## src/rtl/sat.sv

```systemverilog
// Registered signed saturator: clamps an isz-bit sample into osz bits with a
// one-cycle latency and clip flags. Define SAT_SYMMETRIC_EN for a symmetric range.
module sat #(
  parameter int isz = 11,
  parameter int osz = 10
) (
  input  logic                  clk,
  input  logic                  reset,
  input  logic signed [isz-1:0] in,
  input  logic                  in_valid,
  input  logic                  ovf_clr,
  output logic signed [osz-1:0] out,
  output logic                  out_valid,
  output logic                  ovf,
  output logic                  ovf_sticky
);

  localparam logic [osz-1:0] MAX_VAL = {1'b0, {(osz-1){1'b1}}};
  localparam logic [osz-1:0] NEG_FULL = ~MAX_VAL;

`ifdef SAT_SYMMETRIC_EN
  localparam logic [osz-1:0] MIN_VAL = NEG_FULL + osz'(1);
`else
  localparam logic [osz-1:0] MIN_VAL = NEG_FULL;
`endif

  logic [isz-osz:0] top_bits;
  logic             out_of_range;
  logic             clip;
  logic [osz-1:0]   sat_val;

  // The sample fits in osz bits exactly when every bit from the output sign
  // bit upward is a copy of the input sign bit.
  assign top_bits     = in[isz-1:osz-1];
  assign out_of_range = !((&top_bits) || !(|top_bits));

  // NOTE: every signal written here gets a default first, so no latch can be
  // inferred on any path through the if/else chain.
  always_comb begin
    clip    = 1'b0;
    sat_val = in[osz-1:0];
    if (out_of_range) begin
      clip    = 1'b1;
      sat_val = in[isz-1] ? MIN_VAL : MAX_VAL;
    end
`ifdef SAT_SYMMETRIC_EN
    else if (in[osz-1:0] == NEG_FULL) begin
      clip    = 1'b1;
      sat_val = MIN_VAL;
    end
`endif
  end

  // NOTE: sequential state uses non-blocking assignments so every register
  // samples pre-edge values regardless of statement order.
  always_ff @(posedge clk or negedge reset) begin
    if (!reset) begin
      out        <= '0;
      out_valid  <= 1'b0;
      ovf        <= 1'b0;
      ovf_sticky <= 1'b0;
    end else begin
      out_valid <= in_valid;
      if (in_valid) begin
        out <= sat_val;
        ovf <= clip;
      end
      // A clip registered on the same edge as a clear keeps the flag set.
      if (in_valid && clip) begin
        ovf_sticky <= 1'b1;
      end else if (ovf_clr) begin
        ovf_sticky <= 1'b0;
      end
    end
  end

endmodule

```

## config.mk

```make
export PLATFORM = sky130hd
export DESIGN_NAME = sat
export DESIGN_NICKNAME = d
export VERILOG_FILES = /design/src/rtl/sat.sv
export SDC_FILE = /design/constraint.sdc
export NUM_CORES = 1
export LEC_CHECK = 0
export ABC_AREA = 1
export BUFFER_PORTS_ARGS = -buffer_cell sky130_fd_sc_hd__buf_4
export CAP_MARGIN = 20
export CORE_MARGIN = 3
export CORE_UTILIZATION = 47
export CTS_CLUSTER_DIAMETER = 120
export DETAILED_ROUTE_END_ITERATION = 12
export PLACE_DENSITY_LB_ADDON = 0.12
export SLEW_MARGIN = 40
export SYNTH_ARGS = -nofsm -noshare
export SYNTH_HDL_FRONTEND = slang
export SYNTH_SLANG_ARGS = --single-unit
```

## constraint.sdc

```tcl
create_clock -name clk -period 1.65 [get_ports clk]
set_input_delay 0.33 -clock clk [delete_from_list [all_inputs] [get_ports clk]]
set_output_delay 0.33 -clock clk [all_outputs]
set_load 0.005 [all_outputs]
```

-- Word level (Yosys, flattened, before mapping)
Index checks and enable logic that the tools add are counted.
W data, S select, Z words.
- input bits: 15
- latch bits: 0
- logic and storage cells: 15
- bits in registers: 13
- ROM bits: 0
- output and inout port bits: 13
- bits in writable memories: 0
- memories: 0
- shift operators: 0
- bitwise logic cells: 0
- add/sub/neg operators: 0
- magnitude comparators: 0
- reduce and logical (&&, ||, !) cells: 6
- equality and inequality tests: 0
- multiply operators: 0
- mux-type cells: 5
- div/mod/pow operators: 0
- operator list (cell ; count):
    $mux W10 ; 2
    $mux W1 ; 3
    $reduce_and A2 Y1 ; 1
    $reduce_bool A2 Y1 ; 1
    $reduce_or A2 Y1 ; 1
    $logic_and A1 B1 Y1 ; 1
    $logic_not A1 Y1 ; 1
    $logic_or A1 B1 Y1 ; 1

-- Depth between registers and ports, before layout
- depth in word-level cells: 6
- gate-level depth with buffers: 8
- gate-level depth less buffers: 6

-- Least setup slack after synthesis
No wires, ideal clock.
- path type: input port to flip-flop
- start: input in[9]
- end: register out[7]
- cell stages on the path: 8
- buffers on the path: 2
- required time: 1.533 ns
- setup slack: 0.460 ns
- arrival time: 1.074 ns
- library setup time: 0.117 ns
- path through: inv_1 -> ha_1 -> buf_6 -> buf_12 -> nand2_2 -> o21ai_1 -> nand2_1 -> nand2_1
- cells in the longest elaborated chain, start to end: 4
- elaborated cells on any way between the ends: 5
- those cells by class: mux (1); reduce/logical (4)
- ends and longest elaborated chain (element ; RTL line ; text):
    start: declaration ; 9 ; input logic signed [isz-1:0] in,
    $reduce_or A2 Y1 ; 35 ; assign out_of_range = !((&top_bits) || !(|top_bits));
    $logic_not A1 Y1 ; 35 ;
    $logic_or A1 B1 Y1 * ; 35 ;
    $mux W10 * ; 42 ; if (out_of_range) begin
    end signal: assignment ; 65 ; out <= sat_val;
    end: declaration ; 12 ; output logic signed [osz-1:0] out,
Mark *: on every way between the ends. The rest lies on a longest branch, timed or not.
A chain may end at the register's enable or synchronous reset.

-- Worst setup path after layout
- start: register out[7]
- end: output out[7]
No word-level cell between the ends.

==> impl_results.md <==
- Status: finished clean
- Final ANT Viol Nets: 0
- DIE HEIGHT: 42.3 um
- Worst path slowest cell: dfrtp_1
- Final Max Tran Viols: 0
- F_max: 869 MHz
- Top-level I/O count: 28
- CP Data Arrival Time: 820 ps
- Root Driver: clkbuf_4
- Final RePlAce weighted congestion: 0.683
- Avg Cell Area, Syn: 8.39 um^2
- Final Instance Area: 845 um^2
- Hold Buf Count CTS: 1
- Crit Path Max Fanout: 2
- Asr flop ratio synth: 1.00
- Distinct cells, synth: 12
- Post-synth top cells: nand2_1, dfrtp_1, o21ai_1, inv_1
- Final setup viols: 0
- Antenna diode count: 0
- Syn Nets: 91
- Clock slew at the register clock pins of the worst setup and hold paths: 90 ps
- Synth area leaders: dfrtp_1, nand2_1, o21ai_1
- Initial core utilization: 0.530
- Pre-Repair DR Iteration Count: 4
- Via-per-instance ratio: 4.71
- DRC: 0
- Global-route wire length before repair: 2.26 mm
- Clock Latency Late Sink: 270 ps
- Hold Slack: 230 ps
- Static leakage: 0.478 nW
- Clock Skews: 0 ps
- CTS tree: done
- Crit path max-delay family: flip-flops
- Final HPWL DP: 1.03 mm
- Worst hold path type: in2reg
- Least-Margin Pin Slew: 328 ps
- Period minus WS final: 1150 ps
- Cell accounting for the most synthesized area: dfrtp_1
- CP cell instances: buf_4
- H-tree levels: 1
- Period utilization: 0.697
- Die X: 42.3 um
- Total gr overflow: 0
- Register area share after synthesis: 0.524
- Synth Instances: 74
- 1st-iter DRT viols: 6
- Vias in the first global route: 526
- Site Rows: 12
- Top FF cell, synth: dfrtp_1
- Startpoint types: flop
- Critical path required time: 1320 ps
- Max-slew headroom: 0.781
- Max clock buf depth: 2
- Fin nets: 121
- Antenna violations before repair: 0
- DIE AREA: 0.00179 mm^2
- Max incr delay on CP: 410 ps
- Buffers added on ports: 27
- Final Power: 0.757 mW
- CP Class: reg2out
- Final WL: 1.31 mm
- DR vias: 551
- Cts bufs inserted: 3
- All-layer global routing usage: 0.166
- Buffer and inverter count on the worst path: 1
- Max-cap violations: 0
- Area grow syn2layout: 36.1%
- Setup bufs post-CTS: 0
- Layout cell share with drive strength beyond 1: 0.330
- Util after Layout: 0.721
- Power density over the cells: 897 mW/mm^2
- Worst Setup End Kind: output port
- Placed Area: 807 um^2
- Share of the synthesized area in the top cell type: 0.524
- Largest net degree at the start of global routing: 20
- Average wire per standard cell: 11.2 um
- Post-synth EDFFs: 0
- Syn. warnings: 0
- Core Area: 0.00117 mm^2
- Final Hold Fails: 0
- Post-Syn Area: 621 um^2
- VDD IR max: 635 uV
- Synth Register Bits: 13
- RSZ-0062 raised after global routing: no
- Clock sink total: 13
- CTS resizes: 0
- Most frequent cell after synthesis: nand2_1
- Setup TNS: 0 ps
[through the flow]
step                      std cells  setup slack (ps)
after floorplan                  74               460
after global placement          112               314
after detailed placement        112               267
after CTS                       117               498
after global routing            117               471
final                           117               500
[worst register-to-register path: stages, from the launching register on]
cell and delay (ps):
dfrtp_1 410, nand2_1 70, nand2_1 60
[area by class of cell]
cell class	count	area (um^2)
clock buffer	3	22.5
timing repair buffer	29	220
multi-input combinational	54	243
sequential	13	325
fill	95	327
inverter	3	11.3
tap	14	17.5
clock inverter	1	5.00
[layer usage]
| metal | routed length, um | global-route usage | vias to the layer above |
|---|---|---|---|
| li1 | - | - | 291 |
| met1 | 533 | 0.203 | 242 |
| met2 | 688 | 0.283 | 16 |
| met3 | 74 | 0.0258 | 2 |
| met4 | 14 | 0.0745 | 0 |
| met5 | 0 | 0 | - |
[where the power goes]
group          switching (mW)  internal [mW]
sequential             0.0205          0.357
combinational          0.0845         0.0996
clock                   0.107         0.0896
total                   0.212          0.546
[logic make-up after synthesis]
kind of cell	synth area share
DFF	0.524
adders and majority gates	0.0403
and+or+nand+nor	0.256
buffers and inverters	0.0847
AOI/OAI and AO/OA	0.0947
[registers in the layout, indices dropped and copies added, names as in the netlist]
signal and cells:
ovf_sticky 1, out 10, ovf 1, out_valid 1
[final timing paths]
check / start / to / slack (ps) / depth (start not counted)
max: out[7] / out[7] / 500 / 1
min: ovf_clr / ovf_sticky / 230 / 2
max reg2reg: out[7] / out[7] / 1010 / 2
min reg2reg: out[3] / out[3] / 480 / 2
max in group asynchronous: reset / ovf / 1060 / 2
min in group asynchronous: reset / out[1] / 430 / 2
[cell usage in the layout (no fill, tap or decap), drive strengths merged]
master	n
nand2	40
buf	28
dfrtp	13
o21ai	11
inv	3
clkbuf	3
ha	2
or2	1
clkinv	1
dlygate4sd3	1
Note: power is estimated with default switching activity, not from simulation.
